## src/rtl/film_scanner_pkg.sv

```systemverilog
// Shared types and constants for the film scanner capture path.
package film_scanner_pkg;

  localparam int ADC_DATA_W = 16;

  typedef enum logic [1:0] {
    IDLE  = 2'd0,
    CONV  = 2'd1,
    SHIFT = 2'd2,
    DONE  = 2'd3
  } adc_state_t;

  typedef logic [ADC_DATA_W-1:0] pixel_t;

endpackage

```

## src/rtl/ccd_adc_reader_sclk_gen.sv

```systemverilog
// Serial clock generator for the ADC readout: CLK_DIV-cycle low/high phases,
// rise strobe for data capture and a strobe on the falling edge that ends the word.
module adc_sclk_gen
  import film_scanner_pkg::*;
#(
  parameter int CLK_DIV = 2,
  parameter int DATA_W  = ADC_DATA_W
) (
  input  logic                      clk_100M,
  input  logic                      rst,
  input  logic                      run,
  output logic                      adc_sclk,
  output logic                      rise,
  output logic [$clog2(DATA_W)-1:0] bit_cnt,
  output logic                      last_bit
);

  localparam int DIV_W = (CLK_DIV > 1) ? $clog2(CLK_DIV) : 1;
  localparam int BIT_W = $clog2(DATA_W);

  logic [DIV_W-1:0] div_cnt_r;
  logic             sclk_r;
  logic [BIT_W-1:0] bit_cnt_r;
  logic             toggle_s;

  // Phase boundary detection and edge strobes
  always_comb begin
    toggle_s = run && (div_cnt_r == DIV_W'(CLK_DIV - 1));
    rise     = toggle_s && !sclk_r;
    last_bit = toggle_s && sclk_r && (bit_cnt_r == BIT_W'(DATA_W - 1));
  end

  // Divider, serial clock and completed-bit counter; idle low whenever not running
  always_ff @(posedge clk_100M or posedge rst) begin
    if (rst) begin
      div_cnt_r <= {DIV_W{1'b0}};
      sclk_r    <= 1'b0;
      bit_cnt_r <= {BIT_W{1'b0}};
    end else if (!run) begin
      div_cnt_r <= {DIV_W{1'b0}};
      sclk_r    <= 1'b0;
      bit_cnt_r <= {BIT_W{1'b0}};
    end else if (toggle_s) begin
      div_cnt_r <= {DIV_W{1'b0}};
      sclk_r    <= !sclk_r;
      if (sclk_r) begin
        bit_cnt_r <= last_bit ? {BIT_W{1'b0}} : bit_cnt_r + BIT_W'(1);
      end
    end else begin
      div_cnt_r <= div_cnt_r + DIV_W'(1);
    end
  end

  assign adc_sclk = sclk_r;
  assign bit_cnt  = bit_cnt_r;

endmodule

```

## src/rtl/ccd_adc_reader.sv

```systemverilog
// CCD video ADC reader: convert on pixel strobe, shift result in MSB-first,
// subtract black level with saturation and emit one pixel with a valid pulse.
module ccd_adc_reader
  import film_scanner_pkg::*;
#(
  parameter int DATA_W      = ADC_DATA_W,
  parameter int CONV_CYCLES = 70,
  parameter int CLK_DIV     = 2
) (
  input  logic              clk_100M,
  input  logic              rst,
  input  logic              start,
  input  logic [DATA_W-1:0] dark_level,
  input  logic              overrun_clr,
  output logic              adc_cs,
  output logic              adc_sclk,
  input  logic              adc_sdo,
  output logic [DATA_W-1:0] pix_data,
  output logic [DATA_W-1:0] pix_raw,
  output logic              pix_valid,
  output logic              busy,
  output logic              overrun
);

  localparam int CONV_W = (CONV_CYCLES > 1) ? $clog2(CONV_CYCLES) : 1;
  localparam int BIT_W  = $clog2(DATA_W);

  adc_state_t        state_r;
  logic [CONV_W-1:0] conv_cnt_r;
  logic [DATA_W-1:0] shreg_r;
  logic [DATA_W-1:0] pix_data_r;
  logic [DATA_W-1:0] pix_raw_r;
  logic [DATA_W-1:0] corr_s;
  logic              cs_r;
  logic              valid_r;
  logic              busy_r;
  logic              overrun_r;
  logic              run_s;
  logic              rise_s;
  logic              last_s;
  logic [BIT_W-1:0]  bit_cnt_s;

  assign run_s = (state_r == SHIFT);

  adc_sclk_gen #(
    .CLK_DIV (CLK_DIV),
    .DATA_W  (DATA_W)
  ) u_sclk_gen (
    .clk_100M (clk_100M),
    .rst      (rst),
    .run      (run_s),
    .adc_sclk (adc_sclk),
    .rise     (rise_s),
    .bit_cnt  (bit_cnt_s),
    .last_bit (last_s)
  );

  // Saturating black-level subtraction
  always_comb begin
    corr_s = {DATA_W{1'b0}};
    if (shreg_r >= dark_level) begin
      corr_s = shreg_r - dark_level;
    end else begin
      corr_s = {DATA_W{1'b0}};
    end
  end

  // Conversion FSM, serial capture, pixel outputs and sticky overrun
  always_ff @(posedge clk_100M or posedge rst) begin
    if (rst) begin
      state_r    <= IDLE;
      conv_cnt_r <= {CONV_W{1'b0}};
      shreg_r    <= {DATA_W{1'b0}};
      pix_data_r <= {DATA_W{1'b0}};
      pix_raw_r  <= {DATA_W{1'b0}};
      cs_r       <= 1'b0;
      valid_r    <= 1'b0;
      busy_r     <= 1'b0;
      overrun_r  <= 1'b0;
    end else begin
      valid_r <= 1'b0;
      // A rejected start outranks a clear in the same cycle
      if (start && busy_r) begin
        overrun_r <= 1'b1;
      end else if (overrun_clr) begin
        overrun_r <= 1'b0;
      end
      // First capture of a word discards whatever the register held before
      if (rise_s) begin
        shreg_r <= (bit_cnt_s == {BIT_W{1'b0}}) ? {{(DATA_W-1){1'b0}}, adc_sdo}
                                                : {shreg_r[DATA_W-2:0], adc_sdo};
      end
      case (state_r)
        IDLE: begin
          if (start) begin
            state_r    <= CONV;
            conv_cnt_r <= {CONV_W{1'b0}};
            cs_r       <= 1'b1;
            busy_r     <= 1'b1;
          end
        end
        CONV: begin
          if (conv_cnt_r == CONV_W'(CONV_CYCLES - 1)) begin
            state_r <= SHIFT;
            cs_r    <= 1'b0;
          end else begin
            conv_cnt_r <= conv_cnt_r + CONV_W'(1);
          end
        end
        SHIFT: begin
          if (last_s) begin
            state_r    <= DONE;
            pix_raw_r  <= shreg_r;
            pix_data_r <= corr_s;
            valid_r    <= 1'b1;
          end
        end
        DONE: begin
          state_r <= IDLE;
          busy_r  <= 1'b0;
        end
        default: begin
          state_r <= IDLE;
          cs_r    <= 1'b0;
          busy_r  <= 1'b0;
        end
      endcase
    end
  end

  assign adc_cs    = cs_r;
  assign pix_data  = pix_data_r;
  assign pix_raw   = pix_raw_r;
  assign pix_valid = valid_r;
  assign busy      = busy_r;
  assign overrun   = overrun_r;

endmodule

```

## config.mk

```make
export PLATFORM = sky130hd
export DESIGN_NAME = ccd_adc_reader
export DESIGN_NICKNAME = d
export VERILOG_FILES = /design/src/rtl/film_scanner_pkg.sv /design/src/rtl/ccd_adc_reader_sclk_gen.sv /design/src/rtl/ccd_adc_reader.sv
export SDC_FILE = /design/constraint.sdc
export NUM_CORES = 1
export LEC_CHECK = 0
export CAP_MARGIN = 20
export CORE_ASPECT_RATIO = 0.75
export CORE_MARGIN = 3
export CORE_UTILIZATION = 34
export CTS_BUF_LIST = sky130_fd_sc_hd__clkbuf_4 sky130_fd_sc_hd__clkbuf_8 sky130_fd_sc_hd__clkbuf_16
export CTS_CLUSTER_SIZE = 30
export DETAILED_ROUTE_END_ITERATION = 10
export SLEW_MARGIN = 5
export SYNTH_ARGS = -nofsm -noshare
export SYNTH_HDL_FRONTEND = slang
export SYNTH_SLANG_ARGS = --single-unit
```

## constraint.sdc

```tcl
create_clock -name clk_100M -period 6.02 [get_ports clk_100M]
set_input_delay 1.204 -clock clk_100M [delete_from_list [all_inputs] [get_ports clk_100M]]
set_output_delay 1.204 -clock clk_100M [all_outputs]
set_load 0.01 [all_outputs]
```

=== Yosys cells after proc, flatten, opt, wreduce, memory -nomap -nowiden ===
Index checks and enable logic that the tools add are counted.

* Register bits: 67
* Input port bits: 21
* Output and inout port bits: 37
* Logic and storage cells: 70

* Add/sub/neg operators: 4
* $lt $le $gt $ge: 1
* Eq/ne operators: 11
* Mux-type cells: 25
* Reduce and logical (&&, ||, !) cells: 17

{| class="wikitable"
|+ Operator list
! kind !! number
|-
| $mux W16 || 2
|-
| $ge A16 B16 Y1 || 1
|-
| $mux W4 || 4
|-
| $sub A16 B16 Y16 || 1
|-
| $mux W7 || 2
|-
| $pmux W7 S2 || 1
|-
| $ne A2 B2 Y1 const B || 6
|-
| $mux W1 || 10
|-
| $reduce_and A3 Y1 || 3
|-
| $pmux W2 S4 || 1
|-
| $add A7 B1 Y7 const B || 1
|-
| $eq A7 B7 Y1 const B || 1
|-
| $mux W2 || 3
|-
| $reduce_and A2 Y1 || 3
|-
| $reduce_bool A2 Y1 || 3
|-
| $logic_and A1 B1 Y1 || 5
|-
| $add A4 B1 Y4 const B || 1
|-
| $eq A2 B2 Y1 const B || 2
|-
| $eq A4 B4 Y1 const B || 1
|-
| $logic_not A4 Y1 || 1
|-
| $pmux W1 S2 || 2
|-
| $eq A2 B1 Y1 const B || 1
|-
| $logic_not A2 Y1 || 1
|-
| $add A1 B1 Y1 const B || 1
|-
| $logic_not A1 Y1 || 1
|}

=== Longest topological paths before layout ===
Gate-level depths: netlist (run 1).

* Depth after elaboration: 8
* Depth in mapped cells: 10
* Mapped depth without buffers: 9

=== Cells and area by module ===
A second synthesis (run 1) with hierarchy kept.

* Cells, all modules: 388
* Area, all modules: 3,612.2 µm²

{| class="wikitable"
|+ Modules (own cells, without submodules)
! module !! instances !! cells an instance !! area an instance (µm²) !! seq. area each (µm²)
|-
| ccd_adc_reader || 1 || 358 || 3,306.9 || 1,526.5
|-
| adc_sclk_gen || 1 || 30 || 305.3 || 150.1
|}

=== Worst setup path after synthesis (run 1) ===
No wires, ideal clock.

* Path type: input-to-reg
* Start: in dark_level[0]
* End: reg pix_data_r[2] (netlist: pix_data[2])
* Setup time: 0.095 ns
* Data arrival time: 2.732 ns
* Data required time: 5.925 ns
* Path slack: 3.192 ns
* Stages on the path: 9
* Path buffers: 1
* Cells stage by stage: ha_1 fa_1 nand2b_1 a21oi_2 o21ai_2 o21ai_2 a21oi_4 buf_6 o31ai_1

* Longest elaborated chain between the ends: 2
* Elaborated cells on any way between the ends: 3
* Classes of those cells: 1 x add/sub; 1 x order compare; 1 x mux

{| class="wikitable"
|+ Ends and longest elaborated chain
! what !! line !! source
|-
| from (decl) || ccd_adc_reader.sv:13 || <nowiki>input logic [DATA_W-1:0] dark_level,</nowiki>
|-
| $sub A16 B16 Y16 / $ge A16 B16 Y1 (equally long branches) || ccd_adc_reader.sv:62, ccd_adc_reader.sv:61 ||
|-
| $mux W16 (*) || ccd_adc_reader.sv:61 || <nowiki>if (shreg_r >= dark_level) begin</nowiki>
|-
| to (signal assigned) || ccd_adc_reader.sv:74 || <nowiki>pix_data_r <= {DATA_W{1'b0}};</nowiki>
|-
| to (signal assigned) || ccd_adc_reader.sv:114 || <nowiki>pix_data_r <= corr_s;</nowiki>
|-
| to (decl) || ccd_adc_reader.sv:31 || <nowiki>logic [DATA_W-1:0] pix_data_r;</nowiki>
|}

Every way passes the cells marked *; elsewhere a longest branch is shown, timed or not.
A chain may end at the register's enable or synchronous reset.

=== Worst setup path in the final report (run 1) ===
* Start: in dark_level[6]
* End: reg pix_data_r[15] (netlist: pix_data[15])

The elaborated chain is that of the path after synthesis.

==> results of run 1 <==
==> worst paths after layout <==
path / slack, ns / endpoint / from
setup / recovery: 2.90 / pix_data[15] / dark_level[6]
hold reg to reg: 0.47 / pix_data[4] / pix_data[4]
setup reg to reg: 3.57 / shreg_r[13] / state_r[0]
hold / removal: 0.47 / pix_data[4] / pix_data[4]
max in group asynchronous: 4.03 / adc_cs / rst
min in group asynchronous: 1.43 / pix_data[2] / rst
==> worst max-delay path, delay by kind of cell <==
kind                       cells  cell delay (ns)
xor gates and xnor gates       1             0.15
adders and majority gates      1             0.39
buffers and inverters          2             0.51
AOI/OAI and AO/OA              5             1.11
==> layout by cell type, fill, tap and decap left out, types with 2 or more instances in the layout <==
| cell type | n |
|---|---|
| a211oi_1 | 2 |
| a211oi_2 | 2 |
| a21o_1 | 4 |
| a21oi_1 | 16 |
| a21oi_2 | 5 |
| a22o_1 | 16 |
| a31oi_1 | 2 |
| and2_1 | 3 |
| buf_4 | 2 |
| clkbuf_16 | 9 |
| clkdlybuf4s50_1 | 57 |
| clkinvlp_4 | 2 |
| dfrtp_1 | 67 |
| ha_1 | 25 |
| inv_1 | 26 |
| inv_6 | 2 |
| nand2_1 | 83 |
| nand2b_1 | 7 |
| nand3_1 | 5 |
| nand4_1 | 8 |
| nor2_1 | 16 |
| nor2b_1 | 3 |
| o21ai_0 | 18 |
| o21ai_1 | 2 |
| o21ai_2 | 3 |
| o31ai_1 | 14 |
| o31ai_2 | 2 |
| o41ai_1 | 2 |
| xnor2_1 | 10 |
| xor2_1 | 8 |
==> through the flow <==
step | power, mW | setup slack (ns)
2_1_floorplan | 0.692 | 3.13
3_3_place_gp | 0.761 | 2.60
3_5_place_dp | 0.772 | 2.56
4_1_cts | 1.32 | 2.90
5_1_grt | 1.38 | 2.72
6_report | 1.30 | 2.90
==> power by group through the flow <==
stage / Clock [mW] / Combinational, mW / Sequential, mW
after global placement: 0 / 0.238 / 0.523
after floorplan: 0 / 0.176 / 0.516
after CTS: 0.555 / 0.249 / 0.517
after detailed placement: 0 / 0.248 / 0.525
after global routing: 0.574 / 0.279 / 0.523
final: 0.535 / 0.245 / 0.517
==> logic make-up (layout without fill, tap and decap cells) <==
kind of cell    after synthesis  in the layout
buf+inv                      41            102
simple gates                131            131
xor+xnor                     18             18
fa+ha+maj                    26             26
flops                        67             67
compound gates               98             98
mux                           2              2
==> cell type report <==
cell class,count,area [um2]
Clock buffer,9,225
Clock inverter,7,82.6
Fill cell,1014,5780
Inverter,27,101
Multi-Input combinational cell,275,1830
Sequential cell,67,1680
Tap cell,136,170
Timing Repair Buffer,59,586
==> sequential cells by signal, summed over array words and instances, names as in the netlist <==
signal	count
overrun	1
u_sclk_gen.bit_cnt	4
conv_cnt_r	7
pix_valid	1
adc_cs	1
busy	1
u_sclk_gen.adc_sclk	1
pix_raw	16
pix_data	16
state_r	2
shreg_r	16
u_sclk_gen.div_cnt_r	1
==> metal layers <==
metal | vias up | GRT usage [%] | share of wire (%) | wire (um)
met5 | - | 0 | 0 | 0
met4 | 0 | 5.45 | 1.3 | 106
met2 | 68 | 20.0 | 41 | 3400
li1 | 1456 | - | - | -
met3 | 7 | 3.46 | 4.4 | 362
met1 | 1318 | 22.0 | 53 | 4400
==> results_dict.tcl, run 1 <==
set metrics [dict create \
    combinationalPowerShare_pct 18.9 \
    final_cell_area_um2 4670 \
    whs_path_depth 2 \
    async_flop_share_pct 100 \
    syn-cell-area_um2 3700 \
    timing.final.crit_share_pct 51.9 \
    postPlaceCellArea_um2 4350 \
    p_switching_mw 0.385 \
    internal-power_mw 0.912 \
    antenna_cells 0 \
    finalHoldViolCount 0 \
    drive_gt1_share_pct 8.33 \
    synthDominantCellAreaShare_pct 45.3 \
    place_inst 563 \
    finalSetupViolCount 0 \
    initialDrtViolationCount 181 \
    cts_tree "built" \
    antenna_found_initial 0 \
    tns_ns 0 \
    critical_path.startpoint_type "input pin" \
    synthFlopType "dfrtp_1" \
    grt_max_degree 68 \
    clockBufferDepth 2 \
    crit_arrival_ns 3.35 \
    clk_pin_slew_ns 0.06 \
    clk_latency_ns 0.33 \
    core_area_um2 10500 \
    ys_ff_latch 67 \
    firstDrtPassIters 4 \
    tightest_slew_ns 0.831 \
    cpMaxStageDelayCell "a2111oi_2" \
    yosysSeqAreaShare_pct 45.3 \
    cts_setup_buffers 0 \
    syn_inst 383 \
    synth_edf_count 0 \
    synth_fa_ha_area_share_pct 8.99 \
    hpwl_um 6020 \
    clkSinkCount 67 \
    initial_core_util_pct 35.4 \
    yosys.area_share.xor_xnor_pct 4.26 \
    synth_simple_gate_area_share_pct 16.0 \
    wl_um 8270 \
    first_global_vias 2752 \
    whs_ns 0.474 \
    grt_pass1_wl_um 14000 \
    ios 58 \
    port_buffers 57 \
    powerDensity_nw_per_um2 278 \
    cp.required_ns 6.25 \
    crit_chain "clkdlybuf4s50_1 -> inv_1 -> ha_1 -> a2111oi_2 -> a211oi_2 -> o21ai_1 -> a21oi_2 -> xnor2_1 -> o31ai_1" \
    drv_slew 0 \
    fmax_mhz 320 \
    numCtsBuffers 9 \
    post-route-min-period_ns 3.12 \
    rr_worst_depth 6 \
    path_class "in -> reg" \
    p_leak_nw 2.23 \
    ys.warnings.count 0 \
    yosys-top-cells-area "dfrtp_1, ha_1, nand2_1" \
    num_rows 32 \
    fin_util_pct 44.7 \
    yosys-top-cells-count "nand2_1, dfrtp_1, inv_1" \
    instances_no_fill 580 \
    p_seq_share_pct 39.8 \
    syn_to_final_growth_pct 26.1 \
    nNetsFinal 486 \
    detail-route-antenna-nets 0 \
    synth_top_family_by_area "compound AO/OA/AOI/OAI gates" \
    hp-class "reg -> reg" \
    synthMostInstantiatedCell "nand2_1" \
    cts_root_buffer "clkbuf_16" \
    synth.area.mux_share_pct 0.575 \
    avgViaCountPerCell 4.91 \
    cp_max_fo 6 \
    grt_overflow 0 \
    ctsResizeCount 0 \
    ctsHtreeMaxLevel 3 \
    synth_nets 430 \
    pwr-share-clk_pct 41.3 \
    avgRoutedWirePerCell_um 14.3 \
    swShare_pct 29.7 \
    die_x_um 126 \
    remaining_drc_errors 0 \
    outcome "complete, no violations" \
    slew_headroom_pct 44.6 \
    cts_hold_buf 0 \
    skew_ns 0.00927 \
    vias 2849 \
    die_y_um 96.4 \
    max_cap_viol_count 0 \
    synthDistinctLibCells 50 \
    synth_compound_area_share_pct 19.5 \
    dieArea_um2 12200 \
    end_kind "flop" \
    gp_congestion 0.786 \
    synth_top_area_cell "dfrtp_1" \
    syn_area_per_cell_um2 9.67 \
    slowest_delay_ns 0.54 \
    vdd_drop_max_mv 0.125 \
    rsz0062_at_grt "no" \
    track_usage_pct 14.6 \
]
No activity file was read; power rests on OpenSTA's default activity.
==> run 2: changes to the inputs <==
clock period = 3.1 ns   (was 6.02 ns; I/O delays follow)
==> run 2 against run 1 <==
  * Core utilization up 0.34 points
  * Largest power group unchanged
  * Power rose by 95%
  * Critical path depth stayed put
  * Combinational power up 94%
  * Wire length rose by 2.5%
  * Cell area grew 0.75%
  * Worst setup slack worse by 2.4 ns
  * Via count grew 2.6%
  * Highest routed layer unchanged
  * Sequential cell count unchanged
  * Count of clock-buffer cells in the layout stayed put
==> results_dict.tcl, run 2 (synthesized netlist as in run 1, its figures left out) <==
set metrics [dict create \
    r2r-start "shreg_r[0]" \
    hp-class "reg -> reg" \
    use_met3_pct 3.30 \
    path_class "in -> reg" \
    ctsHtreeMaxLevel 3 \
    end_kind "flop" \
    cp_max_fo 6 \
    antenna_found_initial 0 \
    rr_worst_depth 9 \
    outcome "complete, no violations" \
    p_seq_share_pct 39.8 \
    cts_root_buffer "clkbuf_16" \
    grt_use_met2_pct 21.3 \
    powerDensity_nw_per_um2 537 \
    ios 58 \
    cts_hold_buf 0 \
    busiest_layer "met1" \
    fmax_mhz 384 \
    avgViaCountPerCell 5.02 \
    clockBufferDepth 2 \
    internal-power_mw 1.78 \
    cts_tree "built" \
    slew_headroom_pct 67.9 \
    detail-route-antenna-nets 0 \
    critical_path.startpoint_type "input pin" \
    initialDrtViolationCount 188 \
    endpoint "pix_data[11]" \
    grt_max_degree 68 \
    fin_util_pct 45.0 \
    vdd_drop_max_mv 0.268 \
    swShare_pct 29.7 \
    syn_to_final_growth_pct 27.0 \
    initial_core_util_pct 35.4 \
    cp.required_ns 3.33 \
    max_cap_viol_count 0 \
    final_cell_mix "nand2_1, dfrtp_1, clkdlybuf4s50_1" \
    wl_um 8470 \
    firstDrtPassIters 4 \
    hpwl_um 6190 \
    antenna_cells 0 \
    power_mw 2.53 \
    drv_slew 0 \
    met1_usage_pct 21.5 \
    track_usage_pct 14.8 \
    timing.final.crit_share_pct 83.9 \
    grt_overflow 0 \
    drive_gt1_share_pct 8.95 \
    post-route-min-period_ns 2.60 \
    clk_latency_ns 0.33 \
    clkSinkCount 67 \
    tns_ns 0 \
    first_global_vias 2821 \
    whs_path_depth 2 \
    core_area_um2 10500 \
    crit_start "dark_level[6]" \
    layout_commonest_cell "nand2_1" \
    p_switching_mw 0.749 \
    port_buffers 57 \
    tightest_slew_ns 0.480 \
    gp_congestion 0.822 \
    vias 2924 \
    dieArea_um2 12200 \
    skew_ns 0.0101 \
    pwr-share-clk_pct 41.4 \
    nNetsFinal 489 \
    combinationalPowerShare_pct 18.9 \
    finalSetupViolCount 0 \
    p_leak_nw 2.24 \
    die_y_um 96.4 \
    clk_pin_slew_ns 0.06 \
    cts_setup_buffers 0 \
    r2r_end "pix_data[3]" \
    die_x_um 126 \
    remaining_drc_errors 0 \
    avgRoutedWirePerCell_um 14.5 \
    finalHoldViolCount 0 \
    numCtsBuffers 9 \
    grt_pass1_wl_um 14300 \
    num_rows 32 \
    r2r_slack_ns 0.86 \
    crit_arrival_ns 2.84 \
    rsz0062_at_grt "no" \
    ctsResizeCount 0 \
]
run 2: worst min-delay path by stage:
stage                start     endpoint
2_1_floorplan  shreg_r[15]  pix_raw[15]
3_3_place_gp   pix_data[7]  pix_data[7]
3_5_place_dp   pix_raw[11]  pix_raw[11]
4_1_cts        pix_data[2]  pix_data[2]
5_1_grt        pix_data[2]  pix_data[2]
6_report       pix_data[2]  pix_data[2]
run 2: final cells by class:
| class | count | area [um2] |
|---|---|---|
| fill | 1005 | 5750 |
| multi-input combinational | 275 | 1830 |
| sequential | 67 | 1680 |
| timing repair buffer | 62 | 621 |
| clock buffer | 9 | 225 |
| tap | 136 | 170 |
| inverter | 27 | 101 |
| clock inverter | 7 | 82.6 |
run 2: worst max-delay path, cell delays in order:
cell and delay [ns]:
clkdlybuf4s50_1 0.45, inv_1 0.05, ha_1 0.39, a2111oi_2 0.56, a211oi_2 0.09, o21ai_1 0.19
nand2b_1 0.12, xnor2_1 0.16, o31ai_1 0.21
run 2: routing by layer:
layer / wire, um / vias up
li1: - / 1458
met3: 392 / 2
met5: 0 / -
met2: 3710 / 61
met1: 4330 / 1403
met4: 41 / 0
run 2: power by group through the flow:
| stage | sequential (mW) | clock [mW] | combinational, mW |
|---|---|---|---|
| global route | 1.02 | 1.12 | 0.543 |
| global placement | 1.02 | 0 | 0.467 |
| floorplan | 1.00 | 0 | 0.342 |
| CTS | 1.00 | 1.07 | 0.485 |
| finish | 1.00 | 1.05 | 0.476 |
| detailed placement | 1.02 | 0 | 0.482 |
run 2: stage by stage:
step	worst slack [ns]	hold slack, ns	area [um2]	cells
6_report	0.498	0.477	4700	583
5_1_grt	0.381	0.491	4700	583
4_1_cts	0.497	0.481	4700	583
3_5_place_dp	0.224	0.462	4400	567
3_3_place_gp	0.287	0.463	4400	567
2_1_floorplan	0.797	0.465	3700	383
==> RTL change: new RTL, flow settings as in run 1 <==
`ADC_DATA_W`: 16 -> 32.
--- a/src/rtl/film_scanner_pkg.sv
+++ b/src/rtl/film_scanner_pkg.sv
@@ -1,7 +1,7 @@
 // Shared types and constants for the film scanner capture path.
 package film_scanner_pkg;
 
-  localparam int ADC_DATA_W = 16;
+  localparam int ADC_DATA_W = 32;
 
   typedef enum logic [1:0] {
     IDLE  = 2'd0,
Interface: changed (resized dark_level, pix_data and pix_raw); port bits go from 58 to 106. No check against the original RTL was run, so the function may have changed too.
==> RTL change against run 1 <==
  * Synthesized area up 73%
  * Final area up 79%
  * Critical path depth up 2
  * First-iteration DRC count up 94%
  * Critical endpoint is now pix_data[31]
  * Total power up 56%
  * Core utilization up 1.6 points
  * Sequential cell count up 49
  * Sequential power up 51%
  * Setup slack worse by 1.1 ns
  * Wire length up 100%
  * Highest routed layer unchanged
  * Synthesized cell count up 82%
  * Maximum frequency down 26%
==> RTL change: results (changes against run 1) <==
Result of the run - complete, no violations (unchanged)
Highest cell delay on the worst timing path - 0.45 ns (was 0.54 ns)
Xor and xnor fraction of the mapped netlist area - 4.23% (was 4.26%)
All-layer global routing usage - 16.8% (was 14.6%)
Clock Latency Late Sink - 0.42 ns (was 0.33 ns)
Max frequency - 238 MHz (was 320 MHz)
Net Sw Frac - 20.5% (was 29.7%)
Avg Vias per Cell - 4.96 (was 4.91)
HPWL Detailed - 11700 µm (was 6020 µm)
Number of buffers added by the clock tree synthesis step - 17 (was 9)
WL per Instance - 15.9 µm (was 14.3 µm)
Syn Area/Cell - 9.22 µm² (was 9.67 µm²)
Compound-gate portion of the synthesized area - 19.3% (was 19.5%)
Synth area leaders - sky130_fd_sc_hd__dfrtp_1 (45%), sky130_fd_sc_hd__nand2_1 (9.2%), sky130_fd_sc_hd__ha_1 (8.0%), sky130_fd_sc_hd__a22o_1 (4.6%), sky130_fd_sc_hd__inv_1 (2.8%) (was sky130_fd_sc_hd__dfrtp_1 (45%), sky130_fd_sc_hd__ha_1 (8.4%), sky130_fd_sc_hd__nand2_1 (8.4%), sky130_fd_sc_hd__a22o_1 (3.8%), sky130_fd_sc_hd__o31ai_1 (2.8%))
Top post-synthesis cells by count - sky130_fd_sc_hd__nand2_1 (158), sky130_fd_sc_hd__dfrtp_1 (116), sky130_fd_sc_hd__inv_1 (48), sky130_fd_sc_hd__ha_1 (41), sky130_fd_sc_hd__a22o_1 (34) (was sky130_fd_sc_hd__nand2_1 (83), sky130_fd_sc_hd__dfrtp_1 (67), sky130_fd_sc_hd__inv_1 (27), sky130_fd_sc_hd__ha_1 (25), sky130_fd_sc_hd__o21ai_0 (18))
Total of buffers placed on input and output ports - 105 (was 57)
Layout cell share with drive strength beyond 1 - 6.78% (was 8.33%)
Arrival time at the worst endpoint - 4.55 ns (was 3.35 ns)
Adder-Cell Fraction of Synth Area - 8.31% (was 8.99%)
Worst slack on hold paths - 0.472 ns (was 0.474 ns)
Reg2Reg Depth - 11 (was 6)
Count of routing violations after the opening detailed-route iteration - 352 (was 181)
Leakage power figure - 4.17 nW (was 2.23 nW)
Netlist cell types - 63 (was 50)
# fillers - 1755 (was 1014)
Placed Cells incl. Taps - 1021 (was 563)
RTL change: cell types whose count changed in the layout (fill, tap and decap cells not counted), moves of 11 or more:
cell                                     run 1  this run
sky130_fd_sc_hd__nand2_1                    83       158
sky130_fd_sc_hd__dfrtp_1                    67       116
sky130_fd_sc_hd__clkdlybuf4s50_1            57       105
sky130_fd_sc_hd__inv_1                      26        47
sky130_fd_sc_hd__a22o_1                     16        34
sky130_fd_sc_hd__ha_1                       25        41
sky130_fd_sc_hd__nor2_1                     16        30
sky130_fd_sc_hd__o21ai_0                    18        31
sky130_fd_sc_hd__a21o_1                      4        15
sky130_fd_sc_hd__a21oi_1                    16        27
RTL change: cell type report:
type,instances,area share (%)
multi-input cells,504,38.5
repair buffers,110,13.0
clock buffers,23,5.92
flip-flops and latches,116,34.7
inverters,49,2.23
clock inverters,9,2.06
well taps,242,3.62
RTL change: cells by family (layout without fill, tap and decap cells):
family	count (synthesis)	in the layout
buffers and inverters	76	191
adder cells (fa/ha/maj)	42	42
multiplexers	3	3
XOR/XNOR	31	31
flip-flops	116	116
AND/OR/NAND/NOR	257	257
AO/OA/AOI/OAI	171	171
RTL change: path summary, 6_finish.rpt:
| path | endpoint | startpoint |
|---|---|---|
| min in group asynchronous | pix_raw[19] | rst |
| worst min-delay path | pix_raw[30] | pix_raw[30] |
| worst max-delay path | pix_data[31] | dark_level[0] |
| worst max register to register | pix_data[31] | shreg_r[0] |
| max in group asynchronous | pix_data[8] | rst |
| worst min register to register | pix_raw[30] | pix_raw[30] |
RTL change: stage by stage:
stage,utilization (%),power [mW]
floorplan,-,0.850
global placement,42.6,0.893
detailed placement,42.6,0.893
CTS,46.3,2.04
global route,46.3,2.09
finish,46.3,2.02
RTL change: worst reg2reg max path: stages, from the launching register on:
cell	delay [ns]
sky130_fd_sc_hd__dfrtp_1	0.37
sky130_fd_sc_hd__inv_1	0.07
sky130_fd_sc_hd__ha_1	0.21
sky130_fd_sc_hd__fa_1	0.39
sky130_fd_sc_hd__and2b_1	0.25
sky130_fd_sc_hd__o2111ai_1	0.17
sky130_fd_sc_hd__and3_4	0.24
sky130_fd_sc_hd__o311ai_4	0.44
sky130_fd_sc_hd__o211ai_2	0.15
sky130_fd_sc_hd__and3_1	0.46
sky130_fd_sc_hd__or3_1	0.43
sky130_fd_sc_hd__o211ai_2	0.13
RTL change: metal layers:
metal  vias up  global-route usage, %  wire length (µm)
met1      2458                   26.4              8880
met4         0                   5.08               237
met2       129                   22.4              6720
met3        17                   4.17               922
li1       2622                      -                 -
met5         -                      0                 0
